[config.mk]
export PLATFORM = sky130hd
export DESIGN_NAME = apb_slave_flat
export DESIGN_NICKNAME = d
export VERILOG_FILES = /design/src/rtl/apb_defines.sv /design/src/rtl/apb_pkg.sv /design/src/rtl/apb_if.sv /design/src/rtl/apb_slave_regfile.sv /design/src/rtl/apb_slave.sv /design/src/flat_wrapper.sv
export SDC_FILE = /design/constraint.sdc
export NUM_CORES = 1
export LEC_CHECK = 0
export CELL_PAD_IN_SITES_DETAIL_PLACEMENT = 0
export CELL_PAD_IN_SITES_GLOBAL_PLACEMENT = 1
export CORE_ASPECT_RATIO = 1.75
export CORE_UTILIZATION = 40
export DETAILED_ROUTE_END_ITERATION = 10
export DONT_BUFFER_PORTS = 1
export HOLD_SLACK_MARGIN = 0.15
export PLACE_DENSITY_LB_ADDON = 0.15
export SYNTH_ARGS = -nofsm -noshare
export SYNTH_HDL_FRONTEND = slang
export SYNTH_SLANG_ARGS = --single-unit
[constraint.sdc]
create_clock -name PCLK -period 2.4 [get_ports PCLK]
set_input_delay 0.24 -clock PCLK [delete_from_list [all_inputs] [get_ports PCLK]]
set_output_delay 0.24 -clock PCLK [all_outputs]
set_load 0.02 [all_outputs]
[src/rtl/apb_defines.sv]
// Global APB width limits as preprocessor macros for code that cannot import apb_pkg.
`ifndef APB_DEFINES_SV
`define APB_DEFINES_SV
`define APB_MAX_ADDR_WIDTH 32
`define APB_MAX_DATA_WIDTH 32
`endif

[src/rtl/apb_pkg.sv]
// Shared APB types and constants: width limits, completer FSM states, PPROT bit positions.
package apb_pkg;

    localparam int APB_MAX_ADDR_WIDTH = 32;
    localparam int APB_MAX_DATA_WIDTH = 32;

    typedef enum logic [1:0] {
        IDLE   = 2'd0,
        SETUP  = 2'd1,
        ACCESS = 2'd2
    } apb_state_e;

    localparam int PPROT_PRIV_BIT   = 0;
    localparam int PPROT_NSEC_BIT   = 1;
    localparam int PPROT_INSTR_BIT  = 2;

    // Number of low address bits that select a byte within one data word.
    function automatic int lane_shift(input int data_width);
        return $clog2(data_width / 8);
    endfunction

endpackage

[src/rtl/apb_if.sv]
// APB bus bundle shared by one master and NUM_SLAVES completers (one psel bit each).
interface apb_interface #(
    parameter int ADDR_WIDTH = 32,
    parameter int DATA_WIDTH = 32,
    parameter int NUM_SLAVES = 2
) (
    input logic pclk,
    input logic prstn
);
    logic [ADDR_WIDTH-1:0] paddr;
    logic [2:0]            pprot;
    logic                  pnse;
    logic [NUM_SLAVES-1:0] psel;
    logic                  penable;
    logic                  pwrite;
    logic [DATA_WIDTH-1:0] pwdata;
    logic                  pready;
    logic [DATA_WIDTH-1:0] prdata;
    logic                  pslverr;

    modport master (
        input  pclk, prstn,
        output paddr, pprot, pnse, psel, penable, pwrite, pwdata,
        input  pready, prdata, pslverr
    );

    // Completers only listen; their responses are muxed by psel at the top level.
    modport slave (
        input paddr, pprot, pnse, psel, penable, pwrite, pwdata
    );
endinterface

[src/rtl/apb_slave_regfile.sv]
// Word register array with asynchronous clear, one write port and a combinational read port.
module apb_slave_regfile #(
    parameter int DATA_WIDTH = 32,
    parameter int DEPTH      = 16
) (
    input  logic                     clk,
    input  logic                     rst_n,
    input  logic                     we,
    input  logic [$clog2(DEPTH)-1:0] idx,
    input  logic [DATA_WIDTH-1:0]    wdata,
    output logic [DATA_WIDTH-1:0]    rdata
);
    localparam int IDX_W = $clog2(DEPTH);

    logic [DATA_WIDTH-1:0] words [DEPTH];

    genvar gi;
    generate
        for (gi = 0; gi < DEPTH; gi++) begin : g_word
            logic [DATA_WIDTH-1:0] word_reg;

            always_ff @(posedge clk or negedge rst_n) begin
                if (!rst_n) begin
                    word_reg <= '0;
                end else if (we && (idx == IDX_W'(gi))) begin
                    word_reg <= wdata;
                end
            end

            assign words[gi] = word_reg;
        end
    endgenerate

    assign rdata = words[idx];

endmodule

[src/rtl/apb_slave.sv]
// APB completer exposing DEPTH word registers with PSLVERR on misaligned/out-of-range access.
// Optional wait states are enabled by defining APB_SLAVE_WAIT_EN.
module apb_slave
    import apb_pkg::*;
#(
    parameter int ADDR_WIDTH  = APB_MAX_ADDR_WIDTH,
    parameter int DATA_WIDTH  = APB_MAX_DATA_WIDTH,
    parameter int DEPTH       = 16,
    parameter int WAIT_CYCLES = 2,
    parameter int SLAVE_IDX   = 0
) (
    input  logic                  PCLK,
    input  logic                  PRESETn,
    apb_interface.slave           bus,
    output logic                  PREADY,
    output logic [DATA_WIDTH-1:0] PRDATA,
    output logic                  PSLVERR
);
    localparam int S     = lane_shift(DATA_WIDTH);
    localparam int IDX_W = $clog2(DEPTH);
    localparam logic [ADDR_WIDTH-1:0] LANE_MASK = ADDR_WIDTH'((1 << S) - 1);
    localparam logic [ADDR_WIDTH-1:0] DEPTH_A   = ADDR_WIDTH'(DEPTH);

    logic                  psel;
    logic                  penable;
    logic                  pwrite;
    logic [ADDR_WIDTH-1:0] word_addr;
    logic [IDX_W-1:0]      idx;
    logic                  addr_err;
    logic                  access;
    logic                  ready;
    logic                  we;
    logic [DATA_WIDTH-1:0] rd_word;
    logic                  unused_ok;

    apb_state_e state_reg, state_next;

    assign psel    = bus.psel[SLAVE_IDX];
    assign penable = bus.penable;
    assign pwrite  = bus.pwrite;
    assign access  = psel && penable;

    // Upper address bits take part in the range check, so aliases above DEPTH error out.
    assign word_addr = bus.paddr >> S;
    assign idx       = word_addr[IDX_W-1:0];
    assign addr_err  = ((bus.paddr & LANE_MASK) != '0) || (word_addr >= DEPTH_A);

    always_ff @(posedge PCLK or negedge PRESETn) begin
        if (!PRESETn) begin
            state_reg <= IDLE;
        end else begin
            state_reg <= state_next;
        end
    end

    always_comb begin
        state_next = state_reg;
        unique case (state_reg)
            IDLE: begin
                // An enable without a preceding setup phase is taken as an access.
                if (psel) begin
                    state_next = penable ? ACCESS : SETUP;
                end
            end
            SETUP: begin
                if (!psel) begin
                    state_next = IDLE;
                end else if (penable) begin
                    state_next = ACCESS;
                end
            end
            ACCESS: begin
                if (!psel) begin
                    state_next = IDLE;
                end else if (!penable) begin
                    state_next = SETUP;
                end else if (ready) begin
                    state_next = IDLE;
                end
            end
            default: state_next = IDLE;
        endcase
    end

`ifdef APB_SLAVE_WAIT_EN
    logic [3:0] cnt_reg, cnt_next;

    always_ff @(posedge PCLK or negedge PRESETn) begin
        if (!PRESETn) begin
            cnt_reg <= '0;
        end else begin
            cnt_reg <= cnt_next;
        end
    end

    // The first enabled cycle is spent reaching ACCESS, hence the load of WAIT_CYCLES-1.
    always_comb begin
        cnt_next = cnt_reg;
        if ((state_next == ACCESS) && (state_reg != ACCESS)) begin
            cnt_next = 4'(WAIT_CYCLES - 1);
        end else if ((state_reg == ACCESS) && (cnt_reg != '0)) begin
            cnt_next = cnt_reg - 4'd1;
        end
    end

    assign ready     = access && (state_reg == ACCESS) && (cnt_reg == '0);
    assign unused_ok = ^{bus.pprot, bus.pnse};
`else
    assign ready     = access;
    assign unused_ok = ^{bus.pprot, bus.pnse, 32'(WAIT_CYCLES)};
`endif

    assign we = ready && pwrite && !addr_err;

    apb_slave_regfile #(
        .DATA_WIDTH (DATA_WIDTH),
        .DEPTH      (DEPTH)
    ) u_regfile (
        .clk   (PCLK),
        .rst_n (PRESETn),
        .we    (we),
        .idx   (idx),
        .wdata (bus.pwdata),
        .rdata (rd_word)
    );

    assign PREADY  = ready;
    assign PSLVERR = ready && addr_err;
    assign PRDATA  = (ready && !pwrite && !addr_err) ? rd_word : '0;

endmodule

[src/flat_wrapper.sv]
// flat-port wrapper written by rule: the top's interface ports become plain ports
module apb_slave_flat import apb_pkg::*;
#(
    parameter int ADDR_WIDTH  = APB_MAX_ADDR_WIDTH,
    parameter int DATA_WIDTH  = APB_MAX_DATA_WIDTH,
    parameter int DEPTH       = 16,
    parameter int WAIT_CYCLES = 2,
    parameter int SLAVE_IDX   = 0
)
  (PCLK, PRESETn, PREADY, PRDATA, PSLVERR, pclk, prstn, bus_paddr, bus_pprot, bus_pnse, bus_psel, bus_penable, bus_pwrite, bus_pwdata);
  apb_interface #(.ADDR_WIDTH(ADDR_WIDTH), .DATA_WIDTH(DATA_WIDTH), .NUM_SLAVES(2)) bus_i (.pclk(pclk), .prstn(prstn));
  input  logic PCLK;
  input  logic PRESETn;
  output logic PREADY;
  output logic [DATA_WIDTH-1:0] PRDATA;
  output logic PSLVERR;
  input wire logic pclk;
  input wire logic prstn;
  input wire logic [$bits(bus_i.paddr)-1:0] bus_paddr;
  input wire logic [$bits(bus_i.pprot)-1:0] bus_pprot;
  input wire logic [$bits(bus_i.pnse)-1:0] bus_pnse;
  input wire logic [$bits(bus_i.psel)-1:0] bus_psel;
  input wire logic [$bits(bus_i.penable)-1:0] bus_penable;
  input wire logic [$bits(bus_i.pwrite)-1:0] bus_pwrite;
  input wire logic [$bits(bus_i.pwdata)-1:0] bus_pwdata;
  assign bus_i.paddr = bus_paddr;
  assign bus_i.pprot = bus_pprot;
  assign bus_i.pnse = bus_pnse;
  assign bus_i.psel = bus_psel;
  assign bus_i.penable = bus_penable;
  assign bus_i.pwrite = bus_pwrite;
  assign bus_i.pwdata = bus_pwdata;
  apb_slave #(.ADDR_WIDTH(ADDR_WIDTH), .DATA_WIDTH(DATA_WIDTH), .DEPTH(DEPTH), .WAIT_CYCLES(WAIT_CYCLES), .SLAVE_IDX(SLAVE_IDX)) u_core (.PCLK(PCLK), .PRESETn(PRESETn), .bus(bus_i), .PREADY(PREADY), .PRDATA(PRDATA), .PSLVERR(PSLVERR));
endmodule
After elaboration in Yosys (flattened, before gate mapping)
Cells that the tools add are included.
Widths: inputs -> output; s select.
{"block": "op_classes", "n_eq_ne": 15, "bitwise": 1, "n_reduce_logical": 27, "magnitude_cmp": 2, "muxes": 4}
{"cell": "$bmux 32 s4", "count": 1}
{"cell": "$mux 32", "count": 3}
{"cell": "$eq 4x4->1 const B", "count": 8}
{"cell": "$reduce_bool 32->1", "count": 1}
{"cell": "$ge 30x5->1 const B", "count": 1}
{"cell": "$logic_and 1x1->1", "count": 22}
{"cell": "$eq 4x3->1 const B", "count": 4}
{"cell": "$eq 4x2->1 const B", "count": 2}
{"cell": "$ge 5x5->1 const B", "count": 1}
{"cell": "$not 4->5", "count": 1}
{"cell": "$eq 4x1->1 const B", "count": 1}
{"cell": "$logic_not 4->1", "count": 1}
{"cell": "$logic_not 1->1", "count": 2}
{"cell": "$logic_or 1x1->1", "count": 1}
{"block": "word_totals", "out_inout_bits": 34, "regBits": 512}

Depth between registers and ports, before layout
{"block": "depth", "depth_word": 5, "ltp_mapped": 7, "depth_no_buf": 4}

Cells and area by module
Synthesis repeated with hierarchy kept, for this count alone.
{"block": "unflattened", "cells_unflattened": 1496, "hier_area_um2": 23566.4}
{"mod": "apb_slave_regfile", "n_inst": 1, "area_per_inst_um2": 22830.6, "cells_per_inst": 1406}
{"mod": "apb_slave", "n_inst": 1, "area_per_inst_um2": 735.7, "cells_per_inst": 90}

Worst setup path after synthesis
Ideal clock, no wire load.
{"block": "synth_timing", "kind": "in2out", "startpoint": "in bus_paddr[12]", "endpoint": "out PRDATA[0]", "t_arrival_ns": 2.241, "stages": 7, "n_path_buf": 3, "required_time_ns": 2.160, "setup_slack_ns": -0.081, "cell_sequence": "nor4_2 -> nand4_4 -> buf_4 -> or4_1 -> clkbuf_1 -> buf_2 -> a21oi_1"}
{"block": "synth_between", "elab_chain_cells": 5}
{"item": "start: declaration", "line": "flat_wrapper.sv:19", "text": "input wire logic [$bits(bus_i.paddr)-1:0] bus_paddr;"}
{"item": "$ge 30x5->1", "line": "apb_slave.sv:46", "text": "assign addr_err = ((bus.paddr & LANE_MASK) != '0) || (word_addr >= DEPTH_A);"}
{"item": "$logic_or 1x1->1", "line": "apb_slave.sv:46"}
{"item": "$logic_not 1->1", "line": "apb_slave.sv:129", "text": "assign PRDATA = (ready && !pwrite && !addr_err) ? rd_word : '0;"}
{"item": "$logic_and 1x1->1", "line": "apb_slave.sv:129"}
{"item": "$mux 32", "line": "apb_slave.sv:129"}
{"item": "end: declaration", "line": "flat_wrapper.sv:15", "text": "output logic [DATA_WIDTH-1:0] PRDATA;"}
Every way passes these cells.

Worst setup path in the final report
{"block": "layout_timing", "startpoint": "reg u_core.u_regfile.g_word[10].word_reg[22]", "endpoint": "out PRDATA[22]"}
{"block": "layout_between", "elab_chain_cells": 4}
{"item": "start: declaration", "line": "apb_slave_regfile.sv:20", "text": "logic [DATA_WIDTH-1:0] word_reg;"}
{"item": "start signal: assignment", "line": "apb_slave_regfile.sv:26", "text": "word_reg <= wdata;"}
{"item": "$bmux 32 s4", "line": "apb_slave_regfile.sv:34", "text": "assign rdata = words[idx];"}
{"item": "$mux 32 (not written as such) (2 in a row)", "line": "apb_slave_regfile.sv:34"}
{"item": "$mux 32", "line": "apb_slave.sv:129"}
Every way passes these cells. The select of a mux whose other input is x is not followed.

==> impl_metrics.env <==
export IMPL_post_cts_setup_buffers=0
export IMPL_nets=1547
export IMPL_fin_skew_ns=0
export IMPL_grt_pass1_vias=14100
export IMPL_dieArea_um2=59000
export IMPL_critPathCaptureType="output port"
export IMPL_reg2reg_slack_ns=1.62
export IMPL_worst_pin_slew_ns=1.63
export IMPL_die_h_um=320
export IMPL_setup_violations=0
export IMPL_ctsHoldBuffers=32
export IMPL_start_util_pct=40.5
export IMPL_cap_violations=0
export IMPL_rows=116
export IMPL_r2r_start="u_core.u_regfile.g_word[14].word_reg[25]"
export IMPL_total_power_mw=16.7
export IMPL_numCtsBuffers=49
export IMPL_syn2layout_area_growth_pct=15.1
export IMPL_peakVddDrop_mv=0.525
export IMPL_critPathLaunchType="flop"
export IMPL_crit_path_start="u_core.u_regfile.g_word[10].word_reg[22]"
export IMPL_hold_path_class="input pin to asynchronous set/reset pin"
export IMPL_async_flop_share_pct=100
export IMPL_synth_area_um2=23200
export IMPL_synth_area_top_cells="dfrtp_1 (55%), mux2_2 (23%), mux4_2 (12%)"
export IMPL_synth_fp_nets=1498
export IMPL_ys_types=24
export IMPL_setup_tns_final_ns=0
export IMPL_syn_instance_count=1422
export IMPL_clkLatencyLatePin_ns=0.57
export IMPL_r2r_cells=1
export IMPL_drive_gt1_share_pct=52.9
export IMPL_ios=110
export IMPL_numPortBuffers=0
export IMPL_wl_per_cell_um=25.7
export IMPL_placed_area_um2=24700
export IMPL_relSlewSlack_pct=-8.72
export IMPL_grt_overflow_total=0
export IMPL_drtPass1Iterations=4
export IMPL_reg2reg_to="u_core.u_regfile.g_word[14].word_reg[25]"
export IMPL_dp_hpwl_um=33000
export IMPL_status="complete, but fails checks"
export IMPL_gp_congestion=0.700
export IMPL_ys_flop_type="dfrtp_1"
export IMPL_yosysMostFrequentCell="dfrtp_1"
export IMPL_synth_seq_cells=512
export IMPL_avgViaCountPerCell=5.64
export IMPL_leakage_nw=12.6
export IMPL_hold_viol=512
export IMPL_grt_use_total_pct=20.4
export IMPL_cp_max_fo=2
export IMPL_synth_edf_count=0
export IMPL_core_area_um2=57200
export IMPL_rsz0062_at_grt="no"
export IMPL_cellPowerDensity_nw_per_um2=627
export IMPL_post_route_cell_area_um2=26700
export IMPL_yosys_area_top_type="dfrtp_1"
export IMPL_cts_sinks=512
export IMPL_largest_reg_flops=512
export IMPL_whs_ns=-0.626
export IMPL_violations="hold timing, slew limit"
export IMPL_fin_crit_sh_pct=96.7
export IMPL_grt_pass1_wl_um=90000
export IMPL_ant_nets=0
export IMPL_clockBufferDepth=3
export IMPL_final_max_slew_viol_count=108
export IMPL_crit_type="flop to output port"
export IMPL_cp_data_arrival_time_ns=2.08
export IMPL_path_clk_slew_ns=0.06
export IMPL_synth_common_cells="dfrtp_1 (512), mux2_2 (465), mux4_2 (128)"
export IMPL_post_route_min_period_ns=2.32
export IMPL_routed_via_count=12800
export IMPL_htree_num_levels=2
export IMPL_drc=0
export IMPL_syn_area_per_cell_um2=16.3
export IMPL_seq_area_frac_synth_pct=55.3
export IMPL_drt_iter0_drc=631
export IMPL_fmax_ghz=0.431
export IMPL_fill_cells=5104
export IMPL_yosys_warnings=0
export IMPL_fp_dieW_um=184
export IMPL_tritoncts="yes"
export IMPL_grt_max_degree=513
export IMPL_wl_um=58500
export IMPL_antenna_found_initial=3
export IMPL_critPathRequiredTime_ns=2.16
export IMPL_yosysTopAreaCellShare_pct=55.3
export IMPL_cts_root_buf="clkbuf_16"
==> kinds of logic (layout without fill, tap and decap cells) <==
logic type / count (synthesis) / in the layout / synth area share (%)
DFF: 512 / 512 / 55.3
AOI/OAI and AO/OA: 96 / 96 / 2.76
other: 0 / 2 / 0
muxes: 640 / 640 / 37.3
and+or+nand+nor: 43 / 43 / 2.19
buffers and inverters: 131 / 217 / 2.47
==> layer usage <==
layer  share of wire, %  routed length [um]  vias to the layer above  GRT usage (%)
met5              0.022                  13                        -              0
met4                1.8                1080                        2           4.91
met3                3.8                2240                       69           2.62
met2                 53               31100                      237           36.4
met1                 41               24100                     7073           26.0
li1                   -                   -                     5460              -
==> metrics by stage <==
stage | worst slack, ns | utilization (%) | hold WS [ns] | cells
2_1_floorplan | -0.0815 | - | -0.0556 | 1422
3_3_place_gp | -0.0809 | 43.2 | -0.00553 | 2154
3_5_place_dp | -0.0936 | 43.2 | -0.00356 | 2154
4_1_cts | 0.0224 | 46.6 | -0.630 | 2274
5_1_grt | 0.00786 | 46.7 | -0.657 | 2277
6_report | 0.0782 | 46.7 | -0.626 | 2277
==> timing repair <==
item	CTS	global route
gates cloned	0	1
hold endpoints to repair	1024	512
resized for setup	3	5
setup endpoints to repair	2	10
==> where the power goes <==
group	internal [mW]	switching (mW)	leakage (nW)
sequential	8.63	0.00000000944	7.16
combinational	0.152	0.217	4.65
clock	4.42	3.32	0.782
total	13.2	3.53	12.6
==> area by class of cell <==
class / count / area [um^2] / share of cell area, %
sequential: 512 / 12800 / 48.0
multi-input combinational: 779 / 9930 / 37.2
clock buffer: 76 / 1470 / 5.51
inverter: 1 / 3.75 / 0.0141
antenna: 2 / 5.00 / 0.0188
tap: 767 / 960 / 3.60
timing repair buffer: 128 / 1400 / 5.23
clock inverter: 12 / 116 / 0.436
==> worst max-delay path, stage by stage, from the launching register on <==
cell     delay (ns)
dfrtp_1        0.38
mux4_2         0.48
a22oi_2        0.24
a21oi_1        0.10
buf_4          0.16
buf_4          0.15
==> how the worst max path moves through the flow <==
stage | slack, ns | depth (start not counted) | endpoint
3_5_place_dp | -0.09 | 6 | u_core.u_regfile.g_word[9].word_reg[29]
4_1_cts | 0.02 | 7 | PRDATA[29]
6_report | 0.08 | 5 | PRDATA[22]
2_1_floorplan | -0.08 | 7 | PRDATA[0]
5_1_grt | 0.008 | 5 | PRDATA[24]
3_3_place_gp | -0.08 | 6 | u_core.u_regfile.g_word[9].word_reg[28]
==> cells in the final DEF (no fill, tap or decap), drive strengths merged, types with 2 or more instances in the layout <==
master,count
nor4,23
clkbuf,77
inv,2
a22oi,64
nor2b,2
dlygate4sd3,32
diode,2
nand2b,4
dfrtp,512
bufinv,2
nand2,3
mux4,128
mux2,512
nor2,3
nand4,2
clkinv,8
buf,95
or2,2
a21oi,32
Note: power is estimated with default switching activity, not from simulation.
